## config.mk

```make
export PLATFORM = sky130hd
export DESIGN_NAME = voice_scheduler
export DESIGN_NICKNAME = d
export VERILOG_FILES = /design/src/rtl/voice_scheduler.sv
export SDC_FILE = /design/constraint.sdc
export NUM_CORES = 1
export LEC_CHECK = 0
export BUFFER_PORTS_ARGS = -buffer_cell sky130_fd_sc_hd__buf_2
export CORE_MARGIN = 1.5
export CORE_UTILIZATION = 35
export DETAILED_ROUTE_END_ITERATION = 7
export PLACE_DENSITY = 0.63
export SYNTH_ARGS = -nofsm -noshare
export SYNTH_HDL_FRONTEND = slang
export SYNTH_SLANG_ARGS = --single-unit
```

## constraint.sdc

```tcl
create_clock -name clk -period 3.9 [get_ports clk]
set_input_delay 0 -clock clk [delete_from_list [all_inputs] [get_ports clk]]
set_output_delay 0 -clock clk [all_outputs]
set_load 0.02 [all_outputs]
```

## src/rtl/voice_scheduler.sv

```systemverilog
// Round-robin dispatcher that hands one held note at a time to a free note_player.
// Loads still in flight are tracked so that consecutive notes never land on the same player.
module voice_scheduler #(
    parameter int NUM_VOICES = 3,
    parameter int NOTE_W     = 6,
    parameter int DUR_W      = 6,
    parameter int MAX_WAIT   = 8
) (
    input  logic                  clk,
    input  logic                  reset,
    input  logic                  play_enable,
    input  logic                  song_done,
    input  logic                  beat,
    input  logic                  new_note,
    input  logic [NOTE_W-1:0]     note_in,
    input  logic [DUR_W-1:0]      duration_in,
    output logic                  note_ready,
    input  logic [NUM_VOICES-1:0] voice_done,
    output logic [NUM_VOICES-1:0] load_voice,
    output logic [NOTE_W-1:0]     note_out,
    output logic [DUR_W-1:0]      duration_out,
    output logic                  player_available,
    output logic [7:0]            drop_count
);

    localparam int PW  = (NUM_VOICES > 1) ? $clog2(NUM_VOICES) : 1;
    localparam int PW1 = PW + 1;
    localparam logic [PW1-1:0] NV_L       = PW1'(NUM_VOICES);
    localparam logic [7:0]     MAX_WAIT_L = 8'(MAX_WAIT);

    typedef enum logic [0:0] {S_EMPTY = 1'b0, S_HELD = 1'b1} state_t;

    state_t                r_state;
    state_t                w_next_state;
    logic [NOTE_W-1:0]     r_note_hold;
    logic [DUR_W-1:0]      r_dur_hold;
    logic [7:0]            r_wait;
    logic [PW-1:0]         r_rr_ptr;
    logic [NUM_VOICES-1:0] r_claimed;
    logic [NUM_VOICES-1:0] r_load_voice;
    logic [NOTE_W-1:0]     r_note_out;
    logic [DUR_W-1:0]      r_dur_out;
    logic [7:0]            r_drop_count;
    logic [NUM_VOICES-1:0] w_free;
    logic [NUM_VOICES-1:0] w_pick;
    logic [PW1-1:0]        w_idx;
    logic [PW1-1:0]        w_rr_sum;
    logic [PW-1:0]         w_sel;
    logic [PW-1:0]         w_rr_next;
    logic                  w_found;
    logic                  w_accept;
    logic                  w_flush;
    logic                  w_dispatch;
    logic                  w_beat_inc;
    logic                  w_timeout;
    logic                  w_note_ready;

    assign w_free           = voice_done & ~r_claimed;
    assign player_available = |w_free;
    assign w_accept         = (r_state == S_EMPTY) & new_note;
    assign w_flush          = (r_state == S_HELD) & song_done;
    assign w_dispatch       = (r_state == S_HELD) & ~song_done & play_enable & w_found;
    // A beat that coincides with a dispatch is not counted toward the timeout
    assign w_beat_inc       = (r_state == S_HELD) & ~song_done & ~w_dispatch & beat;
    assign w_timeout        = w_beat_inc & ((r_wait + 8'd1) == MAX_WAIT_L);

    // First free voice at or above rr_ptr, wrapping modulo NUM_VOICES
    always_comb begin
        w_found = 1'b0;
        w_sel   = '0;
        w_pick  = '0;
        w_idx   = '0;
        for (int k = 0; k < NUM_VOICES; k++) begin
            w_idx = {1'b0, r_rr_ptr} + PW1'(k);
            if (w_idx >= NV_L) begin
                w_idx = w_idx - NV_L;
            end else begin
                w_idx = w_idx;
            end
            if (!w_found && w_free[w_idx[PW-1:0]]) begin
                w_found                = 1'b1;
                w_sel                  = w_idx[PW-1:0];
                w_pick[w_idx[PW-1:0]]  = 1'b1;
            end else begin
                w_found = w_found;
            end
        end
    end

    // Round-robin pointer advance: one past the chosen voice
    always_comb begin
        w_rr_sum = {1'b0, w_sel} + PW1'(1);
        if (w_rr_sum >= NV_L) begin
            w_rr_next = '0;
        end else begin
            w_rr_next = w_rr_sum[PW-1:0];
        end
    end

    // State register
    always_ff @(posedge clk or negedge reset) begin
        if (!reset) begin
            r_state <= S_EMPTY;
        end else begin
            r_state <= w_next_state;
        end
    end

    // Next-state logic; in HELD a flush, dispatch or timeout all empty the hold register
    always_comb begin
        w_next_state = r_state;
        case (r_state)
            S_EMPTY: w_next_state = w_accept ? S_HELD : S_EMPTY;
            S_HELD:  w_next_state = (w_flush | w_dispatch | w_timeout) ? S_EMPTY : S_HELD;
            default: w_next_state = S_EMPTY;
        endcase
    end

    // State-decoded outputs
    always_comb begin
        w_note_ready = 1'b1;
        case (r_state)
            S_EMPTY: w_note_ready = 1'b1;
            S_HELD:  w_note_ready = 1'b0;
            default: w_note_ready = 1'b1;
        endcase
    end

    assign note_ready = w_note_ready;

    // Hold register and wait counter
    always_ff @(posedge clk or negedge reset) begin
        if (!reset) begin
            r_note_hold <= '0;
            r_dur_hold  <= '0;
            r_wait      <= 8'd0;
        end else if (w_accept) begin
            r_note_hold <= note_in;
            r_dur_hold  <= duration_in;
            r_wait      <= 8'd0;
        end else if (w_beat_inc) begin
            r_wait      <= r_wait + 8'd1;
        end else begin
            r_wait      <= r_wait;
        end
    end

    // Dispatch datapath: load pulse, presented note, pointer
    always_ff @(posedge clk or negedge reset) begin
        if (!reset) begin
            r_load_voice <= '0;
            r_note_out   <= '0;
            r_dur_out    <= '0;
            r_rr_ptr     <= '0;
        end else if (w_dispatch) begin
            r_load_voice <= w_pick;
            r_note_out   <= r_note_hold;
            r_dur_out    <= r_dur_hold;
            r_rr_ptr     <= w_rr_next;
        end else begin
            r_load_voice <= '0;
        end
    end

    // A claim lasts until the player drops done after the load cycle
    always_ff @(posedge clk or negedge reset) begin
        if (!reset) begin
            r_claimed <= '0;
        end else begin
            for (int i = 0; i < NUM_VOICES; i++) begin
                if (w_dispatch && w_pick[i]) begin
                    r_claimed[i] <= 1'b1;
                end else if (r_claimed[i] && !r_load_voice[i] && !voice_done[i]) begin
                    r_claimed[i] <= 1'b0;
                end else begin
                    r_claimed[i] <= r_claimed[i];
                end
            end
        end
    end

    // Saturating dropped-note counter
    always_ff @(posedge clk or negedge reset) begin
        if (!reset) begin
            r_drop_count <= 8'd0;
        end else if (w_timeout && (r_drop_count != 8'hFF)) begin
            r_drop_count <= r_drop_count + 8'd1;
        end else begin
            r_drop_count <= r_drop_count;
        end
    end

    assign load_voice   = r_load_voice;
    assign note_out     = r_note_out;
    assign duration_out = r_dur_out;
    assign drop_count   = r_drop_count;

endmodule

```

Word level (Yosys, flattened, before mapping). Index checks and enable logic that the tools add are counted.

Bits in registers: 49.

Reduce and logical (&&, ||, !) cells: 28. Eq/ne operators: 2. Add/subtract/negate cells: 8. Bitwise operators: 17. Multiplexer cells: 38. $lt $le $gt $ge: 10.

Operators with widths (number): $mux W1 (17); $add A8 B1 Y8 const B (2); $mux W8 (2); $logic_and A1 B1 Y1 (15); $mux W2 (7); $mux W3 (4); $ge A3 B2 Y1 const B (3); $lt A2 B3 Y1 const B (3); $and A1 B1 Y1 (8); $eq A8 B4 Y1 const B (1); $logic_not A1 Y1 (8); $ne A8 B8 Y1 const B (1); $reduce_bool A2 Y1 (4); $add A2 B1 Y3 const B (2); $bmux W1 S2 (3); $demux W1 S2 (3); $ge A2 B1 Y1 const B (3); $or A3 B3 Y3 (2); $sub A2 B2 Y2 const B (3); $pmux W1 S2 (2); $add A2 B2 Y3 const B (1); $and A3 B3 Y3 (1); $not A1 Y1 (3); $not A3 Y3 (1); 3 further kinds (4).

Longest topological paths before layout.
Depth in word-level cells: 19. Gate-level depth with buffers: 9. Depth with buffers taken out: 8.

Least setup slack after synthesis. Ideal clock, no wire load.

Path kind: reg-to-reg. Start: register r_rr_ptr[0]. End: register r_drop_count[7] (netlist: drop_count[7]). Period minus slack after synthesis: 2.247 ns. Path slack: 1.653 ns. Cell stages (with the launch flop): 9. Library setup time: 0.125 ns. Path buffers: 1. Arrival: 2.122 ns. Data required time: 3.775 ns. Cells stage by stage: dfrtp_1 -> inv_1 -> ha_1 -> clkbuf_1 -> a21oi_1 -> o21ai_2 -> o21bai_2 -> nor4_2 -> mux2_2.

Longest elaborated chain between the ends: 17. Elaborated cells on any way between the ends: 30. Classes of those cells: 5 x add/sub; 3 x order compare; 12 x mux; 5 x bitwise; 5 x reduce/logical.

Ends and longest elaborated chain: start: declaration (line 38) `logic [PW-1:0] r_rr_ptr;`; start signal: assignment (line 159) `r_rr_ptr <= w_rr_next;`; branches (longest 10 deep; another with $add A2 B1 Y3); $mux W1 * (line 80) `if (!w_found && w_free[w_idx[PW-1:0]]) begin`; $and A1 B1 Y1 * (line 62) `assign w_dispatch = (r_state == S_HELD) & ~song_done & play_enable & w_found;`; $not A1 Y1 * (line 64) `assign w_beat_inc = (r_state == S_HELD) & ~song_done & ~w_dispatch & beat;`; $and A1 B1 Y1 * (2 in series) (line 64); $and A1 B1 Y1 * (line 65) `assign w_timeout = w_beat_inc & ((r_wait + 8'd1) == MAX_WAIT_L);`; $logic_and A1 B1 Y1 * (line 186) `end else if (w_timeout && (r_drop_count != 8'hFF)) begin`; end signal: assignment (line 187) `r_drop_count <= r_drop_count + 8'd1;`; end signal: assignment (line 189) `r_drop_count <= r_drop_count;`; end: declaration (line 43) `logic [7:0] r_drop_count;`.

Mark *: on every way between the ends. The select of a mux whose other input is x is not followed. A chain may end at the register's enable or synchronous reset.

Worst setup path after layout.
Start: register r_rr_ptr[1]. End: register r_wait[4].

Longest elaborated chain between the ends: 16. Elaborated cells on any way between the ends: 29. Classes of those cells: 5 x add/sub; 3 x order compare; 12 x mux; 4 x bitwise; 5 x reduce/logical.

Ends and longest elaborated chain: branches (longest 10 deep; another with $add A2 B1 Y3); $mux W1 * (line 80); $and A1 B1 Y1 * (line 62); $not A1 Y1 * (line 64); $and A1 B1 Y1 * (2 in series) (line 64); $reduce_bool A2 Y1 (no source line) *; end signal: assignment (line 142) `r_wait <= r_wait + 8'd1;`; end signal: assignment (line 144) `r_wait <= r_wait;`; end: declaration (line 37) `logic [7:0] r_wait;`.

Marked as above.

==> results_dict.tcl <==
set metrics [dict create \
    status "completed" \
    clk_pin_slew_ps 90 \
    wl_um 5369 \
    power.density_nw_per_um2 549.3 \
    grt_overflow 0 \
    synth.yosys.seq_area_share 0.4795 \
    grt_pass1_wl_um 8804 \
    n_antenna_cell 0 \
    fmax_mhz 361.2 \
    hold_depth 3 \
    fin_crit_sh 0.7098 \
    synthToLayoutAreaGrowth_pct 21.62 \
    track_usage 0.1443 \
    worst_pin_slew_ps 1023 \
    synth.avg_cell_area_um2 10.03 \
    clock_sinks 49 \
    cts_setup_buffers 0 \
    ys_ff_latch 49 \
    ir_drop_mv 0.3002 \
    syn_inst 255 \
    final_antenna_net_count 0 \
    chipWidth_um 88.48 \
    vias 2045 \
    clkLatencyLatePin_ps 300 \
    holdCritStartpoint "voice_done[0]" \
    dpl.hpwl_um 3613 \
    hold_class "input pin to register" \
    num_io_pins 46 \
    end_kind "register" \
    rr_endpoint "r_wait[4]" \
    path_max_fanout 19 \
    num-fill-cells 690 \
    whs_ps 16.67 \
    gp_congestion 0.8827 \
    worstPathRequired_ps 4100 \
    synth_area_um2 2557 \
    clk_path_buf_depth 2 \
    maxSlewViolCount 0 \
    crit_type "register to register" \
    cap_violations 0 \
    drt_iter0_drc 101 \
    viasPerCell 4.976 \
    die_y_um 88.48 \
    cp-start-kind "register" \
    ff2ff_path_depth 8 \
    ys_async_sr_fraction 1.000 \
    htreeDepth 2 \
    core_area_um2 6944 \
    setup_viol 0 \
    cts_tree "done" \
    numCtsBuffers 5 \
    ys_warn_count 0 \
    antenna_found_initial 0 \
    first_pass_iters 4 \
    grt_pass1_vias 1928 \
    cts-root-buf "clkbuf_8" \
    wl_per_cell_um 13.06 \
    hold_end "r_claimed[0]" \
    dp_cells 388 \
    synth-edff-count 0 \
    rrSetupSlack_ps 1130 \
    r2r-start "r_rr_ptr[1]" \
    finalHoldViolations 0 \
    drive_above_1_share 0.2603 \
    port_buffers 45 \
    synth_cell_type_count 51 \
    syn_nets 283 \
    critical_path_arrival_ps 2970 \
    instances_no_fill 411 \
    start_util 0.3683 \
    grt_max_degree 50 \
    fin_skew_ps 11.52 \
    slew_headroom 0.3167 \
    die_area_um2 7829 \
    num_rows 30 \
    fin_tns_setup_ps 0 \
    layout.nets 342 \
    fin_crit_ps 2768 \
    p_leak_nw 1.499 \
    drc 0 \
    synth_ff_type "dfrtp_1" \
    rsz0062_at_grt "false" \
]
==> sequential cells by signal, indices dropped and copies added (netlist names) <==
name / count
load_voice: 3
drop_count: 8
r_rr_ptr: 2
r_wait: 8
r_state: 1
r_note_hold: 6
duration_out: 6
r_claimed: 3
r_dur_hold: 6
note_out: 6
==> per-layer routing <==
| layer | routed length [um] | vias up | global-route usage |
|---|---|---|---|
| met2 | 2474 | 50 | 0.2408 |
| met3 | 230 | 7 | 0.03078 |
| li1 | - | 1013 | - |
| met1 | 2607 | 975 | 0.1911 |
| met5 | 0 | - | 0 |
| met4 | 57 | 0 | 0.03835 |
==> report_power, final <==
| part | switching, mW | internal (mW) | leakage (nW) |
|---|---|---|---|
| clock | 0.169 | 0.144 | 0.0512 |
| sequential | 0.0768 | 0.629 | 0.639 |
| combinational | 0.416 | 0.275 | 0.809 |
| total | 0.661 | 1.05 | 1.50 |
==> critical path, cell delays in order, from the launching register on <==
cell,delay [ps]
dfrtp_1,410
inv_1,110
ha_1,480
nor3_1,150
a21oi_2,140
o221ai_2,170
o21bai_2,640
mux2_2,410
a21o_1,170
==> worst max-delay path by stage <==
stage / startpoint / end / cells after the start
3_5_place_dp: r_rr_ptr[1] / r_wait[4] / 8
4_1_cts: r_rr_ptr[1] / r_wait[4] / 8
3_3_place_gp: r_rr_ptr[1] / r_wait[4] / 8
6_report: r_rr_ptr[1] / r_wait[4] / 8
5_1_grt: r_rr_ptr[1] / r_wait[4] / 8
2_1_floorplan: r_rr_ptr[0] / drop_count[7] / 8
==> through the flow <==
stage	power, mW	utilization	area [um^2]	worst slack (ps)
3_3_place_gp	1.376	0.4124	2864	1280
2_1_floorplan	1.208	-	2557	1653
5_1_grt	1.825	0.4479	3110	896.4
6_report	1.709	0.4479	3110	1132
4_1_cts	1.721	0.4479	3110	1158
3_5_place_dp	1.391	0.4124	2864	1186
==> final cells by class <==
type	count	area, um^2	share of cell area
multi-input combinational	190	1255	0.4035
sequential	49	1226	0.3942
timing repair buffer	62	390.4	0.1255
tap	96	120.1	0.03862
clock buffer	6	82.58	0.02655
inverter	6	22.52	0.007241
clock inverter	2	13.76	0.004425
==> cell usage after synthesis, types with 2 or more instances <==
library cell   n  share of area
nor2b_1        5          0.012
nand2_1       57          0.084
nand2b_1       5          0.012
o21ai_0       12          0.023
nand4_1        2         0.0049
nor3b_1        2         0.0059
o41ai_1        2         0.0069
nor2_1        11          0.016
dfrtp_1       49           0.48
xor2_1         6          0.021
o32ai_1        2         0.0069
mux2_4         5          0.029
mux2_2        11          0.048
xnor2_1        2         0.0069
mux2i_1        2         0.0078
buf_6          2         0.0088
nand3_1       10          0.020
a21o_1         2         0.0059
ha_1           7          0.034
a31oi_1        2         0.0049
nor3_1         6          0.012
nor4_1         4         0.0098
a21oi_1        6          0.012
clkbuf_1       7          0.010
and4_1         3          0.010
inv_1          6         0.0088
o211ai_1       3         0.0088
==> what timing repair did <==
action,in CTS,in global routing
endpoints found under the hold margin,63,0
gates resized for setup,0,0
hold buffers,15,0
==> cells in the final DEF (no fill, tap or decap), drive strengths merged, types with 3 or more instances in the layout <==
cell type and n:
nand2 57, dfrtp 49, buf 47, mux2 16, dlygate4sd3 15, o21ai 13
nor2 11, nand3 11, ha 7, a21oi 7, inv 6, nor3 6
xor2 6, clkbuf 6, nand2b 6, nor4 6, nor2b 5, and4 3
o211ai 3
==> cells by family (layout without fill, tap and decap cells) <==
logic type	Yosys count	after routing	synth area share
AO/OA/AOI/OAI	43	43	0.1199
XOR/XNOR	8	8	0.02740
adder cells (fa/ha/maj)	7	7	0.03425
buffers and inverters	16	76	0.02984
flip-flops	49	49	0.4795
multiplexers	18	18	0.08562
AND/OR/NAND/NOR	114	114	0.2236
(Power assumes the default switching activity.)
